--- config.mk ---
export PLATFORM = sky130hd
export DESIGN_NAME = tag_mem_sweeper
export DESIGN_NICKNAME = d
export VERILOG_FILES = /design/src/rtl/tag_mem_sweeper.sv
export SDC_FILE = /design/constraint.sdc
export NUM_CORES = 1
export LEC_CHECK = 0
export BUFFER_PORTS_ARGS = -buffer_cell sky130_fd_sc_hd__buf_4
export CAP_MARGIN = 20
export CORE_ASPECT_RATIO = 1.2
export CORE_MARGIN = 1
export CORE_UTILIZATION = 46
export DETAILED_ROUTE_END_ITERATION = 7
export GPL_TIMING_DRIVEN = 0
export MAX_ROUTING_LAYER = met4
export PLACE_DENSITY = 0.72
export SYNTH_ARGS = -nofsm -noshare
export SYNTH_HDL_FRONTEND = slang
export SYNTH_SLANG_ARGS = --single-unit
--- constraint.sdc ---
create_clock -name clk -period 3.2 [get_ports clk]
set_clock_uncertainty 0.1 [all_clocks]
set_input_delay 0.8 -clock clk [delete_from_list [all_inputs] [get_ports clk]]
set_output_delay 0.8 -clock clk [all_outputs]
set_load 0.02 [all_outputs]
--- src/rtl/tag_mem_sweeper.sv ---
// Tag RAM sweeper: clears, sets or scans a contiguous range of taint tag words
// through the tag RAM's single port, reporting the tainted-byte count and first hit.
module tag_mem_sweeper #(
  parameter int ADDR_WIDTH = 16,
  parameter int DATA_WIDTH = 32,
  parameter int LEN_WIDTH  = ADDR_WIDTH - $clog2(DATA_WIDTH/8) + 1
) (
  input  logic                          clk,
  input  logic                          rst,
  input  logic                          cmd_valid_i,
  output logic                          cmd_ready_o,
  input  logic [1:0]                    cmd_op_i,
  input  logic [ADDR_WIDTH-1:0]         cmd_addr_i,
  input  logic [LEN_WIDTH-1:0]          cmd_len_i,
  input  logic                          abort_i,
  output logic                          busy_o,
  output logic                          done_o,
  output logic                          err_o,
  output logic [ADDR_WIDTH:0]           taint_cnt_o,
  output logic                          hit_valid_o,
  output logic [ADDR_WIDTH-1:0]         hit_addr_o,
  output logic                          en_o,
  output logic                          we_o,
  output logic [ADDR_WIDTH-1:0]         addr_o,
  output logic                          wdata_o,
  output logic [DATA_WIDTH/8-1:0]       be_o,
  input  logic [DATA_WIDTH/8-1:0]       rdata_i,
  output logic [2:0]                    state_o
);

  localparam int BYTES  = DATA_WIDTH / 8;
  localparam int OFS    = $clog2(BYTES);
  localparam int WIDX_W = ADDR_WIDTH - OFS;

  localparam logic [1:0] OP_SCAN = 2'b10;
  localparam logic [1:0] OP_RSVD = 2'b11;

  typedef enum logic [2:0] {
    S_IDLE  = 3'd0,
    S_WRITE = 3'd1,
    S_READ  = 3'd2,
    S_DRAIN = 3'd3,
    S_DONE  = 3'd4
  } state_t;

  state_t                state_q, state_d;
  logic [1:0]            op_q, op_d;
  logic [WIDX_W-1:0]     widx_q, widx_d;
  logic [LEN_WIDTH-1:0]  rem_q, rem_d;
  logic                  err_q, err_d;
  logic [ADDR_WIDTH:0]   cnt_q, cnt_d;
  logic                  hv_q, hv_d;
  logic [ADDR_WIDTH-1:0] ha_q, ha_d;
  logic                  rd_pend_q, rd_pend_d;
  logic [WIDX_W-1:0]     rd_widx_q, rd_widx_d;
  logic                  abort_act;
  logic                  accum;

  function automatic logic [OFS:0] popcnt(input logic [BYTES-1:0] v);
    logic [OFS:0] r;
    r = '0;
    for (int i = 0; i < BYTES; i++) r = r + {{OFS{1'b0}}, v[i]};
    return r;
  endfunction

  function automatic logic [OFS-1:0] lowbit(input logic [BYTES-1:0] v);
    logic [OFS-1:0] r;
    r = '0;
    for (int i = BYTES - 1; i >= 0; i--) if (v[i]) r = OFS'(i);
    return r;
  endfunction

  // Handshake: a command transfers on a rising edge where cmd_valid_i and
  // cmd_ready_o are both high; cmd_ready_o is high only in IDLE.
  assign abort_act = abort_i && (state_q == S_WRITE || state_q == S_READ || state_q == S_DRAIN);
  // Data returning for a read is dropped when the command is aborted that cycle.
  assign accum     = rd_pend_q && !abort_act;

  always_comb begin
    state_d   = state_q;
    op_d      = op_q;
    widx_d    = widx_q;
    rem_d     = rem_q;
    err_d     = err_q;
    cnt_d     = cnt_q;
    hv_d      = hv_q;
    ha_d      = ha_q;
    rd_pend_d = 1'b0;
    rd_widx_d = rd_widx_q;
    en_o      = 1'b0;
    we_o      = 1'b0;
    addr_o    = '0;
    wdata_o   = 1'b0;
    be_o      = '0;

    case (state_q)
      S_IDLE: begin
        if (cmd_valid_i) begin
          op_d   = cmd_op_i;
          widx_d = cmd_addr_i[ADDR_WIDTH-1:OFS];
          rem_d  = cmd_len_i;
          err_d  = 1'b0;
          if (cmd_op_i == OP_SCAN) begin
            cnt_d = '0;
            hv_d  = 1'b0;
          end
          if (cmd_op_i == OP_RSVD) begin
            err_d   = 1'b1;
            state_d = S_DONE;
          end else if (cmd_len_i == '0) begin
            state_d = S_DONE;
          end else if (cmd_op_i == OP_SCAN) begin
            state_d = S_READ;
          end else begin
            state_d = S_WRITE;
          end
        end
      end
      S_WRITE: begin
        en_o    = 1'b1;
        we_o    = 1'b1;
        be_o    = '1;
        addr_o  = {widx_q, {OFS{1'b0}}};
        wdata_o = op_q[0];
        widx_d  = widx_q + 1'b1;
        rem_d   = rem_q - 1'b1;
        if (abort_i) begin
          err_d   = 1'b1;
          state_d = S_DONE;
        end else if (rem_q == LEN_WIDTH'(1)) begin
          state_d = S_DONE;
        end
      end
      S_READ: begin
        en_o      = 1'b1;
        addr_o    = {widx_q, {OFS{1'b0}}};
        rd_pend_d = !abort_i;
        rd_widx_d = widx_q;
        widx_d    = widx_q + 1'b1;
        rem_d     = rem_q - 1'b1;
        if (abort_i) begin
          err_d   = 1'b1;
          state_d = S_DONE;
        end else if (rem_q == LEN_WIDTH'(1)) begin
          state_d = S_DRAIN;
        end
      end
      S_DRAIN: begin
        if (abort_i) err_d = 1'b1;
        state_d = S_DONE;
      end
      S_DONE: state_d = S_IDLE;
      default: state_d = S_IDLE;
    endcase

    if (accum) begin
      cnt_d = cnt_q + {{(ADDR_WIDTH - OFS){1'b0}}, popcnt(rdata_i)};
      if (!hv_q && rdata_i != '0) begin
        hv_d = 1'b1;
        ha_d = {rd_widx_q, lowbit(rdata_i)};
      end
    end
  end

  always_ff @(posedge clk) begin
    if (rst) begin
      state_q   <= S_IDLE;
      op_q      <= '0;
      widx_q    <= '0;
      rem_q     <= '0;
      err_q     <= 1'b0;
      cnt_q     <= '0;
      hv_q      <= 1'b0;
      ha_q      <= '0;
      rd_pend_q <= 1'b0;
      rd_widx_q <= '0;
    end else begin
      state_q   <= state_d;
      op_q      <= op_d;
      widx_q    <= widx_d;
      rem_q     <= rem_d;
      err_q     <= err_d;
      cnt_q     <= cnt_d;
      hv_q      <= hv_d;
      ha_q      <= ha_d;
      rd_pend_q <= rd_pend_d;
      rd_widx_q <= rd_widx_d;
    end
  end

  assign cmd_ready_o = (state_q == S_IDLE);
  assign busy_o      = (state_q != S_IDLE);
  assign done_o      = (state_q == S_DONE);
  assign err_o       = err_q;
  assign taint_cnt_o = cnt_q;
  assign hit_valid_o = hv_q;
  assign hit_addr_o  = ha_q;
  assign state_o     = state_q;

endmodule

# Yosys cells after proc, flatten, opt, wreduce, memory -nomap -nowiden
# Cells that the tools add are included.
[totals]
reg_bits = 83
latchBits = 0
ram_bits = 0
rom_bits = 0
in_bits = 41
output_inout_bits = 64
memories = 0
[classes]
add_sub_neg = 6
n_mul = 0
n_div = 0
magnitude_cmp = 0
eq_ne = 11
shifts = 0
mux = 35
bitwise = 1
n_reduce_logical = 26
[ops]
columns = ["operator", "n"]
rows = [
  ["17-bit 2-to-1 mux", 4],
  ["15-bit case mux with 2 select lines", 1],
  ["14-bit case mux with 2 select lines", 1],
  ["3-bit 2-to-1 mux", 7],
  ["17-bit by 3-bit adder with 17-bit output", 1],
  ["16-bit 2-to-1 mux", 1],
  ["15-bit by 1-bit == test with 1-bit output (second input constant)", 1],
  ["15-bit zero test", 1],
  ["15-bit 2-to-1 mux", 1],
  ["15-bit by 1-bit subtractor with 15-bit output (second input constant)", 1],
  ["14-bit by 1-bit adder with 14-bit output (second input constant)", 1],
  ["14-bit 2-to-1 mux", 1],
  ["3-bit case mux with 4 select lines", 1],
  ["1-bit 2-to-1 mux", 11],
  ["2-bit 2-to-1 mux", 5],
  ["2-bit nonzero test", 5],
  ["3-bit AND reduction", 3],
  ["3-bit by 2-bit == test with 1-bit output (second input constant)", 2],
  ["3-bit by 2-bit inequality test with 1-bit output (second input constant)", 2],
  ["2-bit AND reduction", 3],
  ["2-bit == test (second input constant)", 2],
  ["4-bit 2-to-1 mux", 1],
  ["4-bit nonzero test", 1],
  ["2-bit OR reduction", 2],
  ["15 further kinds", 20],
]

# Logic depth before layout (Yosys ltp)
[logic_depth]
ltp_word = 8
mapped_depth = 9

# Least setup slack after synthesis
# OpenSTA, ideal clock, no wires.
[synth_timing]
kind = "input to register"
startpoint = "input rdata_i[0]"
endpoint = "register cnt_q[10], in the netlist taint_cnt_o[10]"
setup_time_ns = 0.074
t_arrival_ns = 2.945
path_slack_ns = 0.081
path_stages = 9
path_cell_list = "fa_1 > inv_1 > fa_1 > inv_1 > fa_1 > nand3_1 > or4_1 > or3_1 > a31oi_1"
[synth_via]
elab_chain_len = 5
[synth_rtl]
columns = ["element", "line", "text"]
rows = [
  ["start, declared", "27", "input logic [DATA_WIDTH/8-1:0] rdata_i,"],
  ["1-bit by 1-bit adder with 2-bit output", "62", "for (int i = 0; i < BYTES; i++) r = r + {{OFS{1'b0}}, v[i]};"],
  ["2-bit by 1-bit adder with 3-bit output", "62", ""],
  ["3-bit by 1-bit adder with 3-bit output", "62", ""],
  ["17-bit by 3-bit adder with 17-bit output", "157", "cnt_d = cnt_q + {{(ADDR_WIDTH - OFS){1'b0}}, popcnt(rdata_i)};"],
  ["17-bit 2-to-1 mux", "156", "if (accum) begin"],
  ["end signal, assigned", "183", "cnt_q <= cnt_d;"],
  ["end, declared", "51", "logic [ADDR_WIDTH:0] cnt_q, cnt_d;"],
]
# Every way passes these cells.
# A chain may end at the register's enable or synchronous reset.

# Worst setup path after layout
# Same ends and word-level chain as after synthesis.

==> qor.txt <==
Mean routed wirelength per cell -> 18.0 um
Clk Latency, worst-skew pair -> 0.35 ns
Row cnt -> 39
Maxcap violations -> 0
Critical path class -> in2reg
Reg2reg end -> taint_cnt_o[10]
Status -> completed
Worst reg2reg path depth -> 9
H-tree levels -> 3
Area growth, synth to finish -> 26.8%
Ant. Diodes -> 0
Total Power -> 2.68 mW
FF-to-FF setup slack -> 0.30 ns
Hold WC Path Type -> reg2reg
Fraction of layout cells with a size suffix above 1 -> 22.7%
Crit path DAT -> 3.27 ns
Clock Root Buffer -> clkbuf_16
Placed inst area -> 5360 sq um
IO Port Bufs -> 99
Post-route cell area -> 5650 sq um
Mapped Area -> 4460 sq um
Vias in the first global route -> 4420
Die W -> 91.9 um
Worst path required time -> 3.37 ns
Startpoint Class -> input port
Synth unique cells -> 68
Syn Inst Count -> 545
Max Buffers Root-to-Sink -> 2
Commonest non-fill, non-tap cell in the layout -> buf_4
Global Route Usage Sum -> 29.1%
Relative slew slack -> 45.4%
# setup viols final -> 0
Most frequent cells in the layout -> buf_4 (105), dfxtp_1 (83), nand2_1 (65), a21oi_1 (40), nor2_1 (38)
Pre-antenna DRT Iters -> 5
First-pass GRT wire length -> 22100 um
Reg2reg start -> taint_cnt_o[0]
CTS clk-pin slew, worst paths -> 0.07 ns
Ports -> 105
Hold Violations, Final -> 0
Worst setup EP type -> flop
Main synth FF type -> dfxtp_1
CTS tree -> built
Starting DRT DRC Count -> 298
Fin crit share -> 96.6%
Core ar. -> 9470 sq um
Post-detailed-route count of antenna-violating nets -> 0
# nets final -> 703
Leakage power -> 2.31 nW
Fmax -> 323 MHz
Fraction of registers with async set/reset -> 0%
Antenna violations before repair -> 0
Via/cell ratio -> 5.96
CTS buffer count -> 9
Cell total after placement -> 768
Initial core utilization -> 47.1%
Via count -> 4670
Peak supply drop -> 0.368 mV
Flip-flop and latch count after synthesis -> 83
Crit path launch -> rdata_i[0]
Drt total wl -> 14100 um
Sequential-to-total area share from yosys stat -> 37.3%
Minimum clock period -> 3.09 ns
Residual DRC -> 0
Final slew viol count -> 0
Avg Cell Area, Syn -> 8.18 sq um
Grt ovf -> 0
Worst-path fanout max -> 4
Die area -> 10100 sq um
CP endpoint -> taint_cnt_o[10]
Pwr Density -> 475 nW/um^2
RePlAce Congestion -> 0.958
Post-Layout Cell Count -> 783
Synth warnings -> 0
DP Wirelength -> 10300 um
Pin count of the biggest net entering global routing -> 17
Chip height -> 110 um
EDFF count, synth -> 0
RSZ-0062 raised after global routing -> false
Hold-fix buffers, CTS -> 0
Worst Tran Pin Value -> 0.816 ns
CTS Sinks -> 83
==> power by group <==
part | leakage (nW) | switching, mW | internal (mW)
Clock | 0.136 | 0.476 | 0.541
Combinational | 1.50 | 0.309 | 0.203
Sequential | 0.675 | 0.0722 | 1.08
==> metal layers <==
metal / share of wire, % / wire (um) / vias to the layer above / track usage [%]
met5: 0 / 0 / - / -
met4: 1.9 / 270 / 0 / 11.6
met3: 6.8 / 958 / 29 / 4.98
met2: 49 / 6960 / 225 / 48.8
met1: 42 / 5920 / 2204 / 34.8
li1: - / - / 2212 / -
==> final cells by class <==
class | count | area, sq um
plain buffers | 38 | 198
clock buffers | 9 | 225
clock inverters | 7 | 60.1
fillers | 900 | 3810
inverters | 26 | 97.6
multi-input cells | 398 | 2510
flip-flops and latches | 83 | 1660
well taps | 123 | 154
repair buffers | 99 | 743
==> worst min-delay path by stage <==
stage | start | endpoint | slack (ns) | cells past startpoint
6_report | hit_addr_o[1] | hit_addr_o[1] | 0.35 | 2
5_1_grt | hit_addr_o[1] | hit_addr_o[1] | 0.36 | 2
4_1_cts | hit_addr_o[1] | hit_addr_o[1] | 0.35 | 2
3_5_place_dp | hit_addr_o[1] | hit_addr_o[1] | 0.34 | 2
3_3_place_gp | hit_addr_o[1] | hit_addr_o[1] | 0.34 | 2
2_1_floorplan | rd_widx_q[0] | rd_widx_q[0] | 0.34 | 2
==> stage by stage <==
step | setup TNS (ns) | hold WS (ns) | setup slack [ns] | utilization (%)
floorplan | 0 | 0.336 | 0.0808 | -
global placement | -0.202 | 0.340 | -0.200 | 56.6
detailed placement | -0.273 | 0.342 | -0.236 | 56.6
CTS | 0 | 0.353 | 0.0284 | 59.7
global route | 0 | 0.363 | 0.00113 | 59.7
finish | 0 | 0.351 | 0.108 | 59.7
==> kinds of logic (layout without fill, tap and decap cells) <==
group	Yosys count	count (layout)	synth area share, %
buffers and inverters	65	179	6.68
multiplexers	27	27	6.09
AO/OA/AOI/OAI	133	133	20.3
adder cells (fa/ha/maj)	7	7	2.47
flip-flops	83	83	37.3
other	1	2	0.0841
AND/OR/NAND/NOR	224	224	26.1
XOR/XNOR	5	5	0.982
==> cells in the mapped netlist, drive strengths merged (4+ instances only) <==
| cell type | count | share of area [%] |
|---|---|---|
| and2 | 14 | 2.0 |
| a211oi | 7 | 1.2 |
| ha | 4 | 1.1 |
| a21oi | 41 | 4.7 |
| nand4 | 14 | 2.0 |
| nor4b | 7 | 1.5 |
| and3 | 4 | 0.56 |
| nor2 | 38 | 3.2 |
| a22oi | 10 | 1.7 |
| nor2b | 6 | 0.84 |
| inv | 26 | 2.2 |
| mux2i | 26 | 5.8 |
| nand2 | 65 | 5.5 |
| o21ai | 18 | 2.0 |
| nor3 | 11 | 1.2 |
| o32ai | 8 | 1.6 |
| dfxtp | 83 | 37 |
| or3 | 4 | 0.56 |
| o211ai | 4 | 0.67 |
| a311oi | 9 | 1.8 |
| or4 | 4 | 0.67 |
| or2 | 9 | 1.3 |
| clkbuf | 20 | 1.7 |
| nor4 | 15 | 2.4 |
| nand3 | 22 | 2.5 |
| buf | 19 | 2.8 |
==> worst max-delay path: stages <==
cell     delay [ns]
buf_4          0.13
fa_1           0.50
inv_1          0.05
fa_1           0.40
inv_1          0.09
fa_2           0.23
nand3_1        0.13
or4_1          0.46
or3_1          0.33
a31oi_1        0.16
==> registers in the layout, indices dropped and copies added (netlist names) <==
| register | count |
|---|---|
| rd_pend_q | 1 |
| hit_valid_o | 1 |
| op_q | 1 |
| state_o | 3 |
| widx_q | 14 |
| err_o | 1 |
| rem_q | 15 |
| taint_cnt_o | 17 |
| rd_widx_q | 14 |
| hit_addr_o | 16 |
==> timing repair <==
| action | CTS | global route |
|---|---|---|
| buffers inserted | 0 | 0 |
| endpoints found under the hold margin | 0 | 0 |
| endpoints found under the setup margin | 14 | 15 |
| gates resized for setup | 1 | 2 |
Power figures use the tool's default switching activity.
